**src/rtl/riscv_pkg.sv**
```systemverilog
// Shared RV32M definitions: M-extension funct3 codes and the mul/div FSM state type.
package riscv_pkg;

   localparam logic [6:0] OP_M_FUNCT7 = 7'b0000001;

   localparam logic [2:0] F3_MUL    = 3'b000;
   localparam logic [2:0] F3_MULH   = 3'b001;
   localparam logic [2:0] F3_MULHSU = 3'b010;
   localparam logic [2:0] F3_MULHU  = 3'b011;
   localparam logic [2:0] F3_DIV    = 3'b100;
   localparam logic [2:0] F3_DIVU   = 3'b101;
   localparam logic [2:0] F3_REM    = 3'b110;
   localparam logic [2:0] F3_REMU   = 3'b111;

   typedef enum logic [1:0] {IDLE, CALC, FIX, DONE} muldiv_state_t;

endpackage

```
**src/rtl/muldiv_unit_if.sv**
```systemverilog
// Request/response bundle between the multi-cycle controller and the mul/div unit.
interface muldiv_unit_if #(parameter int XLEN = 32);
   logic            start;
   logic [2:0]      funct3;
   logic [XLEN-1:0] a;
   logic [XLEN-1:0] b;
   logic            busy;
   logic            done;
   logic [XLEN-1:0] result;

   modport master (output start, funct3, a, b, input busy, done, result);
   modport slave  (input start, funct3, a, b, output busy, done, result);
endinterface

```
**src/rtl/muldiv_unit.sv**
```systemverilog
// Iterative RV32M multiply/divide: radix-2 shift-add multiply, restoring divide,
// one bit per cycle, with sign fix-up in a final cycle.
module muldiv_unit
   import riscv_pkg::*;
#(
   parameter int XLEN = 32
) (
   input  logic         clk,
   input  logic         rst,
   muldiv_unit_if.slave io
);

   localparam int CW = $clog2(XLEN);
   localparam logic [XLEN-1:0] MOST_NEG = {1'b1, {(XLEN-1){1'b0}}};

   muldiv_state_t     state_q, state_d;
   logic [CW-1:0]     cnt_q, cnt_d;
   logic [2:0]        f3_q, f3_d;
   logic              neg_q, neg_d;
   logic              dneg_q, dneg_d;
   logic [XLEN-1:0]   opnd_q, opnd_d;
   logic [2*XLEN-1:0] acc_q, acc_d;
   logic [XLEN:0]     rem_q, rem_d;
   logic [XLEN-1:0]   result_q, result_d;

   logic              is_div, sgn_a, sgn_b, a_neg, b_neg;
   logic [XLEN-1:0]   mag_a, mag_b, quo, rmd;
   logic [XLEN:0]     msum, shl, trial;
   logic [2*XLEN-1:0] prod;

   always_comb begin
      state_d  = state_q;
      cnt_d    = cnt_q;
      f3_d     = f3_q;
      neg_d    = neg_q;
      dneg_d   = dneg_q;
      opnd_d   = opnd_q;
      acc_d    = acc_q;
      rem_d    = rem_q;
      result_d = result_q;

      is_div = io.funct3[2];
      sgn_a  = (io.funct3 == F3_MULH) || (io.funct3 == F3_MULHSU) ||
               (io.funct3 == F3_DIV)  || (io.funct3 == F3_REM);
      sgn_b  = (io.funct3 == F3_MULH) || (io.funct3 == F3_DIV) || (io.funct3 == F3_REM);
      a_neg  = sgn_a & io.a[XLEN-1];
      b_neg  = sgn_b & io.b[XLEN-1];
      mag_a  = a_neg ? -io.a : io.a;
      mag_b  = b_neg ? -io.b : io.b;

      // Multiply keeps the multiplier in acc low half; divide keeps the dividend there
      // and shifts quotient bits in behind it.
      msum  = {1'b0, acc_q[2*XLEN-1:XLEN]} + {1'b0, opnd_q};
      shl   = {rem_q[XLEN-1:0], acc_q[XLEN-1]};
      trial = shl - {1'b0, opnd_q};
      prod  = neg_q ? -acc_q : acc_q;
      quo   = neg_q ? -acc_q[XLEN-1:0] : acc_q[XLEN-1:0];
      rmd   = dneg_q ? -rem_q[XLEN-1:0] : rem_q[XLEN-1:0];

      case (state_q)
         IDLE, DONE: begin
            state_d = IDLE;
            if (io.start) begin
               f3_d    = io.funct3;
               cnt_d   = CW'(XLEN-1);
               opnd_d  = is_div ? mag_b : mag_a;
               acc_d   = {{XLEN{1'b0}}, (is_div ? mag_a : mag_b)};
               rem_d   = '0;
               neg_d   = a_neg ^ b_neg;
               dneg_d  = a_neg;
               state_d = CALC;
               if (is_div && io.b == '0) begin
                  result_d = io.funct3[1] ? io.a : '1;
                  state_d  = DONE;
               end else if (is_div && !io.funct3[0] && io.a == MOST_NEG && io.b == '1) begin
                  result_d = io.funct3[1] ? '0 : io.a;
                  state_d  = DONE;
               end
            end
         end
         CALC: begin
            if (cnt_q == '0) state_d = FIX;
            else             cnt_d   = cnt_q - 1'b1;
            if (f3_q[2]) begin
               rem_d             = trial[XLEN] ? shl : trial;
               acc_d[XLEN-1:0]   = {acc_q[XLEN-2:0], ~trial[XLEN]};
            end else if (acc_q[0]) begin
               acc_d = {msum, acc_q[XLEN-1:1]};
            end else begin
               acc_d = {1'b0, acc_q[2*XLEN-1:1]};
            end
         end
         FIX: begin
            if (f3_q[2])             result_d = f3_q[1] ? rmd : quo;
            else if (f3_q == F3_MUL) result_d = prod[XLEN-1:0];
            else                     result_d = prod[2*XLEN-1:XLEN];
            state_d = DONE;
         end
         default: state_d = IDLE;
      endcase
   end

   always_ff @(posedge clk) begin
      if (rst) begin
         state_q  <= IDLE;
         cnt_q    <= '0;
         f3_q     <= '0;
         neg_q    <= 1'b0;
         dneg_q   <= 1'b0;
         opnd_q   <= '0;
         acc_q    <= '0;
         rem_q    <= '0;
         result_q <= '0;
      end else begin
         state_q  <= state_d;
         cnt_q    <= cnt_d;
         f3_q     <= f3_d;
         neg_q    <= neg_d;
         dneg_q   <= dneg_d;
         opnd_q   <= opnd_d;
         acc_q    <= acc_d;
         rem_q    <= rem_d;
         result_q <= result_d;
      end
   end

   assign io.busy   = (state_q == CALC) || (state_q == FIX);
   assign io.done   = (state_q == DONE);
   assign io.result = result_q;

endmodule

```
**src/flat_wrapper.sv**
```systemverilog
// flat-port wrapper written by rule: the top's interface ports become plain ports
module muldiv_unit_flat import riscv_pkg::*;
#(
   parameter int XLEN = 32
)
  (clk, rst, io_start, io_funct3, io_a, io_b, io_busy, io_done, io_result);
  muldiv_unit_if #(.XLEN(XLEN)) io_i ();
  input  logic clk;
  input  logic rst;
  input wire logic [$bits(io_i.start)-1:0] io_start;
  input wire logic [$bits(io_i.funct3)-1:0] io_funct3;
  input wire logic [$bits(io_i.a)-1:0] io_a;
  input wire logic [$bits(io_i.b)-1:0] io_b;
  output wire logic [$bits(io_i.busy)-1:0] io_busy;
  output wire logic [$bits(io_i.done)-1:0] io_done;
  output wire logic [$bits(io_i.result)-1:0] io_result;
  assign io_i.start = io_start;
  assign io_i.funct3 = io_funct3;
  assign io_i.a = io_a;
  assign io_i.b = io_b;
  assign io_busy = io_i.busy;
  assign io_done = io_i.done;
  assign io_result = io_i.result;
  muldiv_unit #(.XLEN(XLEN)) u_core (.clk(clk), .rst(rst), .io(io_i));
endmodule
```
**config.mk**
```make
export PLATFORM = sky130hd
export DESIGN_NAME = muldiv_unit_flat
export DESIGN_NICKNAME = d
export VERILOG_FILES = /design/src/rtl/riscv_pkg.sv /design/src/rtl/muldiv_unit_if.sv /design/src/rtl/muldiv_unit.sv /design/src/flat_wrapper.sv
export SDC_FILE = /design/constraint.sdc
export NUM_CORES = 1
export LEC_CHECK = 0
export BUFFER_PORTS_ARGS = -buffer_cell sky130_fd_sc_hd__buf_2
export CAP_MARGIN = 20
export CORE_MARGIN = 1.5
export CORE_UTILIZATION = 55
export CTS_CLUSTER_DIAMETER = 150
export DETAILED_ROUTE_END_ITERATION = 10
export PLACE_DENSITY = 0.76
export SLEW_MARGIN = 10
export SYNTH_ARGS = -nofsm -noshare
export SYNTH_HDL_FRONTEND = slang
export SYNTH_SLANG_ARGS = --single-unit
```
**constraint.sdc**
```tcl
create_clock -name clk -period 4 [get_ports clk]
set_clock_uncertainty 0.1 [all_clocks]
set_input_delay 0.8 -clock clk [delete_from_list [all_inputs] [get_ports clk]]
set_output_delay 0.8 -clock clk [all_outputs]
set_load 0.01 [all_outputs]
```
After elaboration in Yosys (flattened, before gate mapping):

Cells that the tools add are included.
W data, S select, Z words.

* bits in registers: 172
* latch bits: 0
* RAM bits: 0
* ROM bits: 0
* input port bits: 70
* output and inout bits: 34
* word-level logic and storage cells: 94
* memories kept: 0

* add/sub/neg operators: 8
* $mul: 0
* div/mod/pow operators: 0
* magnitude comparators: 0
* equality and inequality tests: 15
* shift operators: 0
* muxes and demuxes: 33
* bitwise logic cells: 4
* reductions and logical operators: 24

Operators with widths (count)
* $mux W32: 19
* $mux W64: 3
* $neg A32 Y32: 4
* $pmux W32 S2: 2
* $pmux W64 S2: 1
* $eq A32 B32 Y1 const B: 2
* $neg A64 Y64: 1
* $add A32 B32 Y33: 1
* $sub A33 B32 Y33: 1
* $logic_not A32 Y1: 1
* $reduce_and A3 Y1: 4
* $mux W5: 2
* $pmux W5 S2: 1
* $mux W2: 4
* $eq A3 B3 Y1 const B: 2
* $logic_or A1 B1 Y1: 6
* $ne A2 B2 Y1 const B: 3
* $pmux W2 S3: 1
* $logic_not A5 Y1: 1
* $sub A5 B1 Y5 const B: 1
* $eq A2 B2 Y1 const B: 2
* $logic_and A1 B1 Y1: 4
* $ne A2 B1 Y1 const B: 2
* $reduce_and A2 Y1: 2
* other kinds (12): 14

Longest topological paths before layout:

Gate-level depths: netlist of the first run.

* depth after elaboration: 9
* depth in mapped cells: 14
* depth with buffers taken out: 12

Worst setup path before layout of the first run:

Ideal clock, no wire load.

* kind: reg2reg
* start point: reg u_core.acc_q[31]
* end point: reg u_core.rem_q[10]
* library setup time: 0.128 ns
* arrival time: 3.467 ns
* required time: 3.772 ns
* setup slack: 0.305 ns
* cell stages (with the launch flop): 14
* path buffers: 1
* path through: dfxtp_1 inv_1 ha_1 fa_1 nor2b_1 o31a_1 o21ai_0 o21ai_1 a21oi_1 o31ai_1 xor2_1 buf_2 mux2i_1 o21ai_0

* longest elaborated chain between the ends: 4

Ends and longest elaborated chain
* from (decl): RTL line muldiv_unit.sv:22 `logic [2*XLEN-1:0] acc_q, acc_d;`
* from (signal assigned): RTL line muldiv_unit.sv:111 `acc_q <= '0;`
* from (signal assigned): RTL line muldiv_unit.sv:121 `acc_q <= acc_d;`
* $sub A33 B32 Y33: RTL line muldiv_unit.sv:55 `trial = shl - {1'b0, opnd_q};`
* $mux W32: RTL line muldiv_unit.sv:85 `rem_d = trial[XLEN] ? shl : trial;`
* $mux W32: RTL line muldiv_unit.sv:84 `if (f3_q[2]) begin`
* $pmux W32 S2: RTL line muldiv_unit.sv:60 `case (state_q)`
* to (signal assigned): RTL line muldiv_unit.sv:122 `rem_q <= rem_d;`
* to (decl): RTL line muldiv_unit.sv:23 `logic [XLEN:0] rem_q, rem_d;`

No other way between the ends. The select of a mux whose other input is x is not followed.
A chain may end at the register's enable or synchronous reset.

Final worst setup path of the first run:

* start point: reg u_core.acc_q[23]
* end point: reg u_core.result_q[2], in the netlist u_core.io.result[2]

* longest elaborated chain between the ends: 5

Ends and longest elaborated chain
* $neg A64 Y64: RTL line muldiv_unit.sv:56 `prod = neg_q ? -acc_q : acc_q;`
* $mux W64: RTL line muldiv_unit.sv:56
* $mux W32: RTL line muldiv_unit.sv:95 `else if (f3_q == F3_MUL) result_d = prod[XLEN-1:0];`
* $mux W32: RTL line muldiv_unit.sv:94 `if (f3_q[2]) result_d = f3_q[1] ? rmd : quo;`
* $pmux W32 S2: RTL line muldiv_unit.sv:60
* to (signal assigned): RTL line muldiv_unit.sv:123 `result_q <= result_d;`
* to (decl): RTL line muldiv_unit.sv:24 `logic [XLEN-1:0] result_q, result_d;`

No other way between the ends.

==> results.md, run 1 <==
- Status: finished, violations left
- Failing checks: setup timing
- Iter 0 DRT Violations: 2663
- First-pass GRT wire length: 95500 um
- Synth Register Bits: 172
- Most frequent cells in the layout: nor2_1 (257), nand2_1 (241), a21oi_1 (177), dfxtp_1 (170), o21ai_0 (146)
- Yosys warns: 0
- GRT Util Overall: 40.3%
- DIE AREA: 0.0302 sq mm
- Post-Syn Instances: 2235
- Setup violators final: 3
- Internal reg-to-reg setup slack: -160 ps
- Worst setup margin: -164 ps
- Vias/cell: 6.78
- Simple-gate share of the synthesized area: 21.6%
- Main combinational cell family by area after synthesis: compound AO/OA/AOI/OAI gates
- Number of flops mapped to enable cells by yosys: 0
- Fillers: 2653
- Pre-CTS WS: 97.5 ps
- CTS Buf Count: 17
- Post-Syn Area: 0.0160 sq mm
- Reg area: 0.00345 sq mm
- Ranking of synthesized cells by area: dfxtp_1 (21%), nor2_1 (6.0%), ha_1 (5.8%), xor2_1 (5.7%), nand2_1 (5.6%)
- Clock net sink count: 172
- DRC errors left: 0
- Ys async rst share: 0%
- Layout area overhead: 10.3%
- Post-route non-filler standard cell count: 2664
- RSZ-0062 raised after global routing: false
- Total Wirelength: 61600 um
- Post-synthesis xor/xnor area fraction: 10.6%
- Routed vias: 18100
- Initial antenna violation count: 0
- Worst skew pair latency: 470 ps
- Synth top area share: 21.5%
- CTS tree: built
- Critical Path AT: 4450 ps
- P per Cell Area: 565 mW/mm^2
- Share of cells above drive strength 1: 11.5%
- Hold_buf cts: 0
- Placed wire-length estimate: 46900 um
- Final #Nets: 2412
- Maxcap violations: 0
- Net Count, Synth: 2381
- Syn Area/Cell: 7.18 sq um
- Initial Utilization: 55.9%
- Top FF cell, synth: dfxtp_1
- Seq/Total Area, Yosys: 21.5%
- Cell taking the most area after synthesis: dfxtp_1
- Final hold violation count: 0
- Synth Area in Adders: 6.02%
- Clk slew on worst S/H paths: 70 ps
- Port buffer count: 103
- Multi-input logic area: 0.0117 sq mm
- Fin crit share: 104%
- Gpl congestion: 1.01
- Kind of critical path: flop to flop
- Antenna Nets Post-Route: 0
- Die Wd: 174 um
- Crit start category: flop
- Crit-path max FO: 9
- Row cnt: 62
- Max_slew headroom: 28.5%
- Worst Hold Class: flop to flop
- Clk root buf: clkbuf_16
- Worst Path Required: 4290 ps
- Final Power: 0.00999 W
- Mux contribution to synthesized area: 5.30%
- Largest net degree at the start of global routing: 64
- Longest Clk Path Bufs: 2
- Synth unique cells: 77
- Util after Layout: 61.6%
- Number of global-route vias before repair: 16400
- Least-Margin Pin Slew: 1060 ps
- Die H: 174 um
- Placed cells: 2631
- Minimum clock period after layout: 4160 ps
- VDD IR max: 0.538 mV
- Ports: 104
- H-tree depth: 4
- F_max: 240 MHz
- Crit path capture type: flop
- First-pass iteration count of the detailed router: 9
- Post-CTS sizing: 0
- Avg WL per Cell: 23.1 um
- Gr ovfl total: 0
- Most common cell after layout, fill and taps aside: nor2_1
- Placeable Area: 0.0287 sq mm
- Synth Area in Compound Gates: 29.2%
- Slew Viols, Final: 0
- Static Leak: 6.97 nW
- Setup Buffers After CTS: 0
[cell families (layout without fill, tap and decap cells)]
kind of cell             after synthesis  count (layout)
adder cells (fa/ha/maj)               76              76
multiplexers                          82              82
other                                  0               1
buffers and inverters                244             288
AO/OA/AOI/OAI                        710             710
flip-flops                           172             172
XOR/XNOR                             194             194
AND/OR/NAND/NOR                      757             757
[metrics by stage]
stage | setup TNS [ps] | area [sq um] | hold slack, ps
detailed placement | 0 | 17000 | 349
CTS | 0 | 17700 | 360
global placement | 0 | 17000 | 347
finish | -278 | 17700 | 359
global route | 0 | 17700 | 379
floorplan | 0 | 16000 | 349
[critical path: stages (launching register included)]
cell	delay [ps]
dfxtp_1	460
nor4_1	960
nand3b_1	400
or4_1	660
o31ai_1	300
xnor2_1	160
nor2_1	50
o21ai_0	500
o211ai_1	310
a21oi_1	190
[sequential cells by signal, indices dropped and copies added, names as in the netlist]
register          cells
u_core.rem_q         32
u_core.state_q        2
u_core.neg_q          1
u_core.cnt_q          5
u_core.f3_q           3
u_core.dneg_q         1
u_core.opnd_q        32
u_core.acc_q         64
u_core.io.result     32
[layer usage]
metal / part of all wire, % / up-vias / GRT usage (%)
li1: - / 8263 / -
met5: 0 / - / 0
met1: 40 / 8478 / 52.2
met3: 11 / 230 / 8.99
met2: 43 / 1086 / 60.8
met4: 7.0 / 0 / 25.3
[Yosys cell counts (all sizes together) (8+ instances only)]
master / instances
a211oi: 73
a21o: 30
a21oi: 179
a222oi: 20
a22oi: 19
a311oi: 9
a31oi: 25
and2: 8
and3: 10
buf: 27
clkbuf: 137
dfxtp: 172
ha: 74
inv: 78
mux2: 23
mux2i: 59
nand2: 241
nand2b: 13
nand3: 29
nand3b: 8
nand4: 27
nor2: 258
nor3: 70
nor4: 23
o211ai: 34
o21a: 12
o21ai: 150
o21bai: 10
o221ai: 18
o22ai: 13
o31ai: 38
o41ai: 24
or2: 11
or3: 14
or4: 21
xnor2: 90
xor2: 104
[final timing paths]
| check | startpoint | end | cells after the start |
|---|---|---|---|
| max | u_core.acc_q[23] | u_core.io.result[2] | 9 |
| min | u_core.io.result[22] | u_core.io.result[22] | 2 |
| max reg2reg | u_core.acc_q[23] | u_core.io.result[2] | 9 |
| min reg2reg | u_core.io.result[22] | u_core.io.result[22] | 2 |
[final cells by class]
type / instances / share of cell area (%)
antenna: 1 / 0.0141
clock buffer: 19 / 2.50
clock inverter: 13 / 1.14
inverter: 80 / 1.70
multi-input combinational: 1819 / 66.1
sequential: 172 / 19.5
tap: 384 / 2.72
timing repair buffer: 176 / 6.31
[report_power, final]
group	internal, W	total [W]	switching [W]
logic	0.00195	0.00545	0.00350
clock network	0.00108	0.00189	0.000814
registers	0.00210	0.00265	0.000551
Note: power is estimated with default switching activity, not from simulation.
==> run 2: changes to the inputs <==
--- a/config.mk
+++ b/config.mk
@@ -9,9 +9,8 @@
 export CAP_MARGIN = 20
 export CORE_MARGIN = 1.5
 export CORE_UTILIZATION = 55
-export CTS_CLUSTER_DIAMETER = 150
 export DETAILED_ROUTE_END_ITERATION = 10
-export PLACE_DENSITY = 0.76
+export PLACE_DENSITY = 0.73
 export SLEW_MARGIN = 10
 export SYNTH_ARGS = -nofsm -noshare
 export SYNTH_HDL_FRONTEND = slang
==> constraint.sdc (replaced) <==
create_clock -name clk -period 4.8 [get_ports clk]
set_clock_uncertainty 0.1 [all_clocks]
set_input_delay 0.96 -clock clk [delete_from_list [all_inputs] [get_ports clk]]
set_output_delay 0.96 -clock clk [all_outputs]
set_load 0.01 [all_outputs]
==> results.md, run 2 (synthesis results as in run 1) <==
- Status: completed
- DRC errors left: 0
- Crit-path slowest cell: o31ai_1
- Setup violators final: 0
- Routed vias: 17800
- Vias/cell: 6.75
- Worst Hold Class: flop to flop
- Initial Utilization: 55.9%
- Clk root buf: clkbuf_16
- Initial antenna violation count: 0
- Placed cells: 2605
- Hold_buf cts: 0
- Crit-path max FO: 13
- Die H: 174 um
- Post-route non-filler standard cell count: 2640
- Post-CTS sizing: 0
- Most used cell, CP: o21ai_0
- Clk slew on worst S/H paths: 70 ps
- Gpl congestion: 1.04
- Total Wirelength: 59100 um
- Max_slew headroom: 27.8%
- Crit-path cells: inv_1 > ha_1 > fa_1 > nor2b_1 > o31a_1 > o21ai_0 > o21ai_1 > a21oi_1 > o31ai_1 > xor2_4 > buf_12 > buf_4 > mux2i_1 > o21ai_0
- Static Leak: 6.85 nW
- Ant. Diodes: 0
- Most flops, register: u_core.acc_q
- DIE AREA: 0.0302 sq mm
- Layout area overhead: 8.97%
- GRT Util Overall: 38.2%
- Max reg flops: 64
- Share of cells above drive strength 1: 10.7%
- Max incr delay on CP: 570 ps
- Critical Path AT: 4330 ps
- Row cnt: 62
- Worst Path Required: 4990 ps
- CP delay by family, top: compound AO/OA/AOI/OAI gates
- Slew Viols, Final: 0
- Placeable Area: 0.0287 sq mm
- First-pass GRT wire length: 91300 um
- Fin crit share: 86.4%
- Avg WL per Cell: 22.4 um
- Maxcap violations: 0
- Multi-input logic area: 0.0117 sq mm
- Port buffer count: 103
- Reg area: 0.00345 sq mm
- Crit path capture type: flop
- Ports: 104
- Placed wire-length estimate: 44900 um
- F_max: 241 MHz
- Longest Clk Path Bufs: 2
- Buffers & Inverters on Critical Path: 3
- Clock net sink count: 172
- Most common cell after layout, fill and taps aside: nor2_1
- Crit start category: flop
- Largest net degree at the start of global routing: 62
- Least-Margin Pin Slew: 1080 ps
- Fillers: 2717
- Kind of critical path: flop to flop
- P per Cell Area: 464 mW/mm^2
- CTS tree: built
- First-pass iteration count of the detailed router: 7
- Worst skew pair latency: 450 ps
- Die Wd: 174 um
- Gr ovfl total: 0
- Minimum clock period after layout: 4150 ps
- Iter 0 DRT Violations: 2591
- Most frequent cells in the layout: nor2_1 (257), nand2_1 (241), a21oi_1 (177), dfxtp_1 (170), o21ai_0 (146)
- H-tree depth: 4
- Antenna Nets Post-Route: 0
- CTS Buf Count: 17
- Final TNS setup: 0 ps
- RSZ-0062 raised after global routing: false
- Final hold violation count: 0
- VDD IR max: 0.377 mV
- Number of global-route vias before repair: 16000
- Final #Nets: 2389
==> run 2: worst reg2reg max path, delay by kind of cell, from the launching register on <==
kind                       cells  cell delay [ps]
buffers and inverters          3              470
AOI/OAI and AO/OA              6             1730
xor gates and xnor gates       1              200
DFF                            1              440
adders and majority gates      2              670
and+or+nand+nor                1              170
muxes                          1              210
==> run 2: repair_timing <==
action                                  4_1_cts  5_1_grt
endpoints found under the setup margin        0        1
setup buffers                                 0        3
endpoints found under the hold margin         0        0
==> run 2: report_power, final <==
part | total, W | switching [W] | internal, W | leakage (nW)
Sequential | 0.00219 | 0.000441 | 0.00175 | 1.41
Clock | 0.00155 | 0.000656 | 0.000890 | 0.313
Combinational | 0.00438 | 0.00281 | 0.00156 | 5.14
Total | 0.00811 | 0.00391 | 0.00420 | 6.85
==> run 2: stage by stage <==
step | instance area (sq um) | util, % | hold slack [ps] | total power, W | setup WS, ps
final | 17500 | 60.9 | 353 | 0.00811 | 653
after CTS | 17400 | 60.8 | 355 | 0.00796 | 361
after global routing | 17500 | 60.9 | 379 | 0.00854 | 348
after detailed placement | 16800 | 58.6 | 346 | 0.00642 | 392
after floorplan | 16000 | - | 349 | 0.00505 | 1000
after global placement | 16800 | 58.6 | 340 | 0.00635 | 545
==> run 2: final timing paths <==
check	from	endpoint	slack (ps)	cells after the start
hold reg to reg	u_core.io.result[31]	u_core.io.result[31]	350	2
setup reg to reg	u_core.acc_q[31]	u_core.rem_q[7]	650	14
hold / removal	u_core.io.result[31]	u_core.io.result[31]	350	2
setup / recovery	u_core.acc_q[31]	u_core.rem_q[7]	650	14
==> run 2: area by class of cell <==
cell class / count / area share, %
clock buffer: 18 / 2.51
clock inverter: 14 / 1.09
inverter: 80 / 1.72
multi-input combinational: 1819 / 67.0
sequential: 172 / 19.7
tap: 384 / 2.75
timing repair buffer: 153 / 5.25
==> run 2: routing by layer <==
metal | share of wire (%) | vias to the layer above | GRT usage, %
met2 | 42 | 1000 | 56.6
li1 | - | 8200 | -
met5 | 0 | - | 0
met3 | 9.9 | 211 | 8.29
met4 | 7.0 | 0 | 22.8
met1 | 41 | 8405 | 50.7
